## config.mk

```make
export PLATFORM = sky130hd
export DESIGN_NAME = a_repeat_responder
export DESIGN_NICKNAME = d
export VERILOG_FILES = /design/src/rtl/a_repeat_pkg.sv /design/src/rtl/a_repeat_responder_sat_cnt.sv /design/src/rtl/a_repeat_responder.sv
export SDC_FILE = /design/constraint.sdc
export NUM_CORES = 1
export LEC_CHECK = 0
export CORE_MARGIN = 4
export CORE_UTILIZATION = 49
export CTS_CLUSTER_SIZE = 40
export DETAILED_ROUTE_END_ITERATION = 10
export PLACE_DENSITY = 0.74
export SKIP_LAST_GASP = 1
export SLEW_MARGIN = 20
export SYNTH_ARGS = -nofsm -noshare
export SYNTH_HDL_FRONTEND = slang
export SYNTH_SLANG_ARGS = --single-unit
```

## constraint.sdc

```tcl
create_clock -name clk -period 4.3 [get_ports clk]
set_input_delay 0.86 -clock clk [delete_from_list [all_inputs] [get_ports clk]]
set_output_delay 0.86 -clock clk [all_outputs]
set_load 0.1 [all_outputs]
```

## src/rtl/a_repeat_pkg.sv

```systemverilog
// Shared types, limits and the parameter legality check for the a-run responder.
package a_repeat_pkg;

  typedef enum logic [1:0] {IDLE, WAIT, ACK, DATA} resp_state_e;

  localparam int MAX_RUN     = 2;
  localparam int ACK_DLY_MIN = 2;
  localparam int ACK_DLY_MAX = 3;
  localparam int C_LEN_MIN   = 1;
  localparam int C_LEN_MAX   = 2;
  localparam int CNT_W_DEF   = 8;

  function automatic bit params_ok(input int ack_dly, input int c_len, input int cnt_w);
    return (ack_dly >= ACK_DLY_MIN) && (ack_dly <= ACK_DLY_MAX) &&
           (c_len >= C_LEN_MIN) && (c_len <= C_LEN_MAX) && (cnt_w >= 1);
  endfunction

endpackage

```

## src/rtl/a_repeat_responder_sat_cnt.sv

```systemverilog
// Saturating event counter: holds at all-ones instead of wrapping.
module sat_cnt #(
  parameter int W = 8
) (
  input  logic         clk,
  input  logic         rst_n,
  input  logic         inc,
  output logic [W-1:0] q
);

  logic [W-1:0] q_q;

  always_ff @(posedge clk or negedge rst_n) begin
    if (!rst_n) begin
      q_q <= '0;
    end else if (inc && (q_q != '1)) begin
      q_q <= q_q + W'(1);
    end
  end

  assign q = q_q;

endmodule

```

## src/rtl/a_repeat_responder.sv

```systemverilog
// Responder for the a-run request handshake: one-cycle b a fixed delay after
// the first a, then c for C_LEN cycles, with run/collision error reporting.
module a_repeat_responder
  import a_repeat_pkg::*;
#(
  parameter int ACK_DLY = 2,
  parameter int C_LEN   = 2,
  parameter int CNT_W   = CNT_W_DEF
) (
  input  logic             clk,
  input  logic             rst_n,
  input  logic             a,
  output logic             b,
  output logic             c,
  output logic             busy,
  output logic             err_run,
  output logic             drop,
  output logic [CNT_W-1:0] req_cnt,
  output logic [CNT_W-1:0] drop_cnt
);

  localparam logic [1:0] ACK_LAST = 2'(ACK_DLY - 1);
  localparam logic [1:0] C_LAST   = 2'(C_LEN - 1);
  localparam logic [1:0] RUN_MAX  = 2'(MAX_RUN);

  if (!params_ok(ACK_DLY, C_LEN, CNT_W)) begin : g_param_err
    $error("a_repeat_responder: illegal ACK_DLY/C_LEN/CNT_W");
  end

  resp_state_e state_q;
  logic [1:0]  dly_cnt_q, c_cnt_q, run_len_q;
  logic        run_open_q;
  logic        b_q, c_q, busy_q, err_run_q, drop_q;

  logic data_done, accept, err_run_d, drop_d, drop_inc;

  // The last DATA edge doubles as an IDLE edge so a back-to-back request has no bubble.
  always_comb begin
    data_done = (state_q == DATA) && (c_cnt_q == C_LAST);
    accept    = a && ((state_q == IDLE) || data_done);
    err_run_d = a && run_open_q && (run_len_q == RUN_MAX) && (state_q != IDLE);
    drop_d    = a && !run_open_q && (state_q != IDLE) && !data_done;
    drop_inc  = err_run_d || drop_d;
  end

  always_ff @(posedge clk or negedge rst_n) begin
    if (!rst_n) begin
      state_q    <= IDLE;
      dly_cnt_q  <= '0;
      c_cnt_q    <= '0;
      run_len_q  <= '0;
      run_open_q <= 1'b0;
      b_q        <= 1'b0;
      c_q        <= 1'b0;
      busy_q     <= 1'b0;
      err_run_q  <= 1'b0;
      drop_q     <= 1'b0;
    end else begin
      b_q       <= 1'b0;
      c_q       <= 1'b0;
      err_run_q <= err_run_d;
      drop_q    <= drop_d;

      // Run tracking spans states: a third a may land while already in ACK.
      if (accept) begin
        run_open_q <= 1'b1;
        run_len_q  <= 2'd1;
      end else if (!a) begin
        run_open_q <= 1'b0;
      end else if (run_open_q) begin
        if (run_len_q < RUN_MAX) run_len_q <= run_len_q + 2'd1;
        else                     run_open_q <= 1'b0;
      end

      case (state_q)
        IDLE: begin
          if (a) begin
            state_q   <= WAIT;
            dly_cnt_q <= 2'd1;
            busy_q    <= 1'b1;
          end
        end
        WAIT: begin
          dly_cnt_q <= dly_cnt_q + 2'd1;
          if (dly_cnt_q == ACK_LAST) begin
            state_q <= ACK;
            b_q     <= 1'b1;
          end
        end
        ACK: begin
          state_q <= DATA;
          c_cnt_q <= '0;
          c_q     <= 1'b1;
        end
        DATA: begin
          if (data_done) begin
            if (a) begin
              state_q   <= WAIT;
              dly_cnt_q <= 2'd1;
            end else begin
              state_q <= IDLE;
              busy_q  <= 1'b0;
            end
          end else begin
            c_cnt_q <= c_cnt_q + 2'd1;
            c_q     <= 1'b1;
          end
        end
        default: state_q <= IDLE;
      endcase
    end
  end

  assign b       = b_q;
  assign c       = c_q;
  assign busy    = busy_q;
  assign err_run = err_run_q;
  assign drop    = drop_q;

  sat_cnt #(.W(CNT_W)) u_req_cnt (
    .clk   (clk),
    .rst_n (rst_n),
    .inc   (accept),
    .q     (req_cnt)
  );

  sat_cnt #(.W(CNT_W)) u_drop_cnt (
    .clk   (clk),
    .rst_n (rst_n),
    .inc   (drop_inc),
    .q     (drop_cnt)
  );

endmodule

```

# After elaboration in Yosys (flattened, before gate mapping)
# Index checks and enable logic that the tools add are counted.
[word_totals] reg_bits=30 out_inout_bits=21 elab_cells=84
[op_classes] addsub=5 n_lt_le_gt_ge=1 eq_ne=13 muxes=26 n_reduce_logical=27
[ops] cell="2-bit 2-to-1 mux" n=10
[ops] cell="8-bit by 1-bit adder with 8-bit output, second input constant" n=2
[ops] cell="8-bit != test, second input constant" n=2
[ops] cell="2-bit nonzero test" n=6
[ops] cell="1-bit 2-to-1 mux" n=11
[ops] cell="1-bit logical AND" n=10
[ops] cell="2-bit != test, second input constant" n=5
[ops] cell="2-bit case mux with 4 select lines" n=1
[ops] cell="2-bit by 1-bit adder with 2-bit output, second input constant" n=3
[ops] cell="2-bit by 1-bit == test with 1-bit output, second input constant" n=3
[ops] cell="2-bit == test, second input constant" n=3
[ops] cell="2-bit case mux with 3 select lines" n=1
[ops] cell="3-bit AND reduction" n=2
[ops] cell="1-bit case mux with 2 select lines" n=2
[ops] cell="2-bit case mux with 2 select lines" n=1
[ops] cell="2-bit AND reduction" n=2
[ops] cell="4-bit AND reduction" n=1
[ops] cell="3-bit nonzero test" n=1
[ops] cell="1-bit logical NOT" n=2
[ops] cell="2-bit logical NOT" n=1
[ops] cell="1-bit logical OR" n=2
[ops] cell="2-bit less-than comparator, second input constant" n=1

# Depth between registers and ports, before layout
[logic_depth] word_depth=6 mapped_depth=7 mapped_depth_nobuf=6

# By module
# A second synthesis with hierarchy kept.
[hier_totals] hier_cells=137 area_unflattened_um2=1540.2
[by_module_without_submodules] mod="sat_cnt" n_inst=2 cells_each=34 area_each_um2=407.9 seq_area_each_um2=200.2
[by_module_without_submodules] mod="a_repeat_responder" n_inst=1 cells_each=69 area_each_um2=724.4 seq_area_each_um2=350.3

# Least setup slack after synthesis
# No wires, ideal clock.
[synth_timing] kind="input port to flip-flop" startpoint="input port a" endpoint="register u_drop_cnt.q_q[1], in the netlist u_drop_cnt.q[1]" t_arrival_ns=1.980 slack_ns=2.192 stages=5 cell_sequence="buf_4 -> nand2b_4 -> a311oi_4 -> a21boi_4 -> mux2_1"
[synth_via] elab_chain_len=5 word_cells_on_any_way=8 classes_between="reduce/logical: 8"
[synth_lines] item="from (decl)" line_no="a_repeat_responder.sv:12" text="input logic a,"
[synth_lines] item="1-bit logical AND, on equally long branches (3 in a row)" line_no="a_repeat_responder.sv:41, a_repeat_responder.sv:42"
[synth_lines] item="1-bit logical OR *" line_no="a_repeat_responder.sv:43" text="drop_inc = err_run_d || drop_d;"
[synth_lines] item="1-bit logical AND *" line_no="a_repeat_responder_sat_cnt.sv:16" text="end else if (inc && (q_q != '1)) begin"
[synth_lines] item="to (signal assigned)" line_no="a_repeat_responder_sat_cnt.sv:17" text="q_q <= q_q + W'(1);"
[synth_lines] item="to (decl)" line_no="a_repeat_responder_sat_cnt.sv:11" text="logic [W-1:0] q_q;"
# Every way passes the cells marked *; elsewhere a longest branch is shown, timed or not.
# A chain may end at the register's enable or synchronous reset.

# Worst setup path after layout
[layout_timing] startpoint="register u_drop_cnt.q_q[3], in the netlist u_drop_cnt.q[3]" endpoint="output port drop_cnt[3]"
[layout_lines] item="to (decl)" line_no="a_repeat_responder.sv:19" text="output logic [CNT_W-1:0] drop_cnt"
# No word-level cell between the ends.

==> out/results.ini <==
[yosys]
synth_mux_area_share_pct=3.664
part_of_the_yosys_area_used_for_sequential_elements_pct=49.96
synth_seq_cells=30
netlist_area_um2=1503
synth_simple_gate_area_share_pct=14.24
synth.avg_cell_area_um2=11.13
synth_cells=135
synth_top_family_by_area=simple AND/OR/NAND/NOR gates
synth.net_count=147
synth-compound-area-share_pct=12.57
yosysWarnings=0
synth_xor_xnor_area_share_pct=7.577
synthDistinctLibCells=37
synth_adder_area_share_pct=7.494

[min_path]
hold_path.startpoint=run_open_q
worstHoldPathType=reg -> reg

[critical_path]
critical_path.slowest_cell=clkdlybuf4s50_1
crit_path_start=u_drop_cnt.q[3]
cp_slowest_stage_delay_ps=1180
crit_path_end_kind=output port
timing.critical_path.arrival_ps=1990
cp.required_ps=3440
timing.rr.start=state_q[0]
path_class=reg -> out
cp_max_fo=7
timing.critical_path.cells=clkdlybuf4s50_1
family_of_cells_with_the_greatest_summed_delay_on_the_critical_path=buffers and inverters
number_of_buffers_and_inverters_on_the_critical_path=1
timing.critical_path.from_type=flop

[timing]
rsz_0062_raised_after_global_routing=false
headroom_to_the_max_slew_limit_pct=34.11
final_setup_tns_ps=0
finClkSkew_ps=9.683
finalWorstPathRequiredPeriod_ps=2853
slew_viol_final=0
worstMarginPinSlew_ps=985.2
final-hold-violation-count=0
timing.fmax_mhz=350.6
post-route-period-util_pct=66.34
setup_viol_count_final=0

[placed_design]
place_hpwl_um=2180
port_buffers=23
globalplace.congestion=0.7945

[cts]
tritoncts=yes
ctsRootBufferMaster=clkbuf_4
cts.clk_slew.worst_paths_ps=90
inserted_clock_buffers=5
clock_tree.buffer_depth=2
cts_hold_buffers=0
cts-resized-gates=0
clk-insertion-delay-late_ps=330
cts_htree_levels=2
clock-sinks=30
postCtsSetupRepairBufs=0

[layout]
ff_latch_area_um2=750.7
filler_cell_count=238
drive_above_1_share_pct=9.756
antenna-diode-count=0
multi_input_comb_area_um2=684.4
mostFrequentLayoutCells=dfrtp_1, clkdlybuf4s50_1, inv_1, nand2_1
fin_nets=175
layout_commonest_cell=dfrtp_1
synthToLayoutAreaGrowth_pct=22.15

[floorplan]
top_level_ports=24
core_region_area_um2=2853
die-area_um2=4016
die_w_um=63.38
floorplan.initialDensity_pct=52.68
row_count=19
die_height_um=63.38

[job]
max_cap_violations=0

[detailed_routing]
detailroute.via_count=1076
detailedRoute.firstIterationViolations=49
avgRoutedWirePerCell_um=14.62
wirelength_um=2850
remaining_drc_errors=0
vias_per_cell=5.518
ant_nets=0
first_pass_iters=2

[run_status]
outcome=complete, no violations

[global_routing]
grt_pass1_wl_um=5278
overflow=0
grt_antenna_before_repair=0
number_of_global_route_vias_before_repair=1152
grt_start_max_net_pins=31
grt.total_usage_pct=16.70

==> sequential cells by signal, indices dropped and copies added, names as in the netlist <==
| register | cells |
|---|---|
| u_drop_cnt.q | 8 |
| u_req_cnt.q | 8 |
| c_cnt_q | 2 |
| dly_cnt_q | 2 |
| run_len_q | 2 |
| state_q | 2 |
| b | 1 |
| busy | 1 |
| c | 1 |
| drop | 1 |
| err_run | 1 |
| run_open_q | 1 |
==> final cells by class <==
cell class                 count  area share [%]
tap                           31           2.113
sequential                    30           40.90
multi-input combinational     90           37.29
timing repair buffer          24           12.95
clock buffer                   8           4.294
inverter                      12           2.454
==> per-stage QoR <==
| step | utilization (%) | area, um^2 | instances | setup slack, ps | hold slack [ps] |
|---|---|---|---|---|---|
| detailed placement | 61.58 | 1757 | 187 | 1460 | 475.4 |
| CTS | 64.34 | 1836 | 195 | 1423 | 492.8 |
| global route | 64.34 | 1836 | 195 | 1383 | 503.5 |
| floorplan | - | 1503 | 135 | 2192 | 443.3 |
| global placement | 61.58 | 1757 | 187 | 1551 | 464.0 |
| finish | 64.34 | 1836 | 195 | 1447 | 488.0 |
==> cells by family (layout without fill, tap and decap cells) <==
| logic type | count (synthesis) | after routing |
|---|---|---|
| xor+xnor | 13 | 13 |
| buf+inv | 15 | 44 |
| flops | 30 | 30 |
| simple gates | 40 | 40 |
| compound gates | 23 | 23 |
| mux | 5 | 5 |
| fa+ha+maj | 9 | 9 |
==> cells in the mapped netlist <==
| cell | instances | share of area [%] |
|---|---|---|
| a221oi_1 | 1 | 0.58 |
| o31ai_1 | 1 | 0.50 |
| a21oi_1 | 3 | 1.0 |
| nand2_1 | 12 | 3.0 |
| a31oi_1 | 2 | 0.83 |
| xor2_1 | 4 | 2.3 |
| nor2b_1 | 3 | 1.2 |
| and4_1 | 1 | 0.58 |
| mux2i_1 | 1 | 0.67 |
| or3_1 | 1 | 0.42 |
| and3_1 | 2 | 0.83 |
| nand4_1 | 4 | 1.7 |
| nand4bb_1 | 1 | 0.75 |
| and2_1 | 1 | 0.42 |
| ha_1 | 9 | 7.5 |
| xnor2_1 | 9 | 5.2 |
| a211oi_1 | 1 | 0.50 |
| nor3b_1 | 1 | 0.50 |
| a21o_1 | 1 | 0.50 |
| a22o_1 | 2 | 1.2 |
| nand3_1 | 5 | 1.7 |
| nor3_1 | 1 | 0.33 |
| o211ai_2 | 1 | 0.83 |
| o22ai_1 | 1 | 0.42 |
| inv_1 | 12 | 3.0 |
| a21boi_4 | 1 | 1.2 |
| nor2_1 | 6 | 1.5 |
| a311oi_4 | 1 | 1.7 |
| nand2b_4 | 1 | 0.92 |
| buf_4 | 3 | 1.5 |
| dfrtp_1 | 30 | 50 |
| nor4_1 | 1 | 0.42 |
| mux2_2 | 3 | 2.2 |
| o21a_1 | 2 | 1.0 |
| mux2_1 | 1 | 0.75 |
| o21ai_0 | 5 | 1.7 |
| o22a_1 | 1 | 0.58 |
==> routing by layer <==
layer  vias up  wire length (um)  GRT usage (%)
li1        523                 -              -
met1       519              1265          19.41
met2        25              1352          27.25
met3         9               167          6.217
met4         0                65          7.547
met5         -                 0              0
==> worst paths after layout <==
| path | endpoint | slack [ps] | cells after the start |
|---|---|---|---|
| worst max register to register | u_drop_cnt.q[1] | 2140 | 6 |
| max in group asynchronous | u_req_cnt.q[0] | 3120 | 2 |
| worst min-delay path | drop | 490 | 1 |
| worst min register to register | drop | 490 | 1 |
| worst max-delay path | drop_cnt[3] | 1450 | 1 |
| min in group asynchronous | b | 900 | 2 |
Power is left out: the tool's default activity adds up to more than one toggle a clock period on the data nets, which glitch-free logic cannot reach.
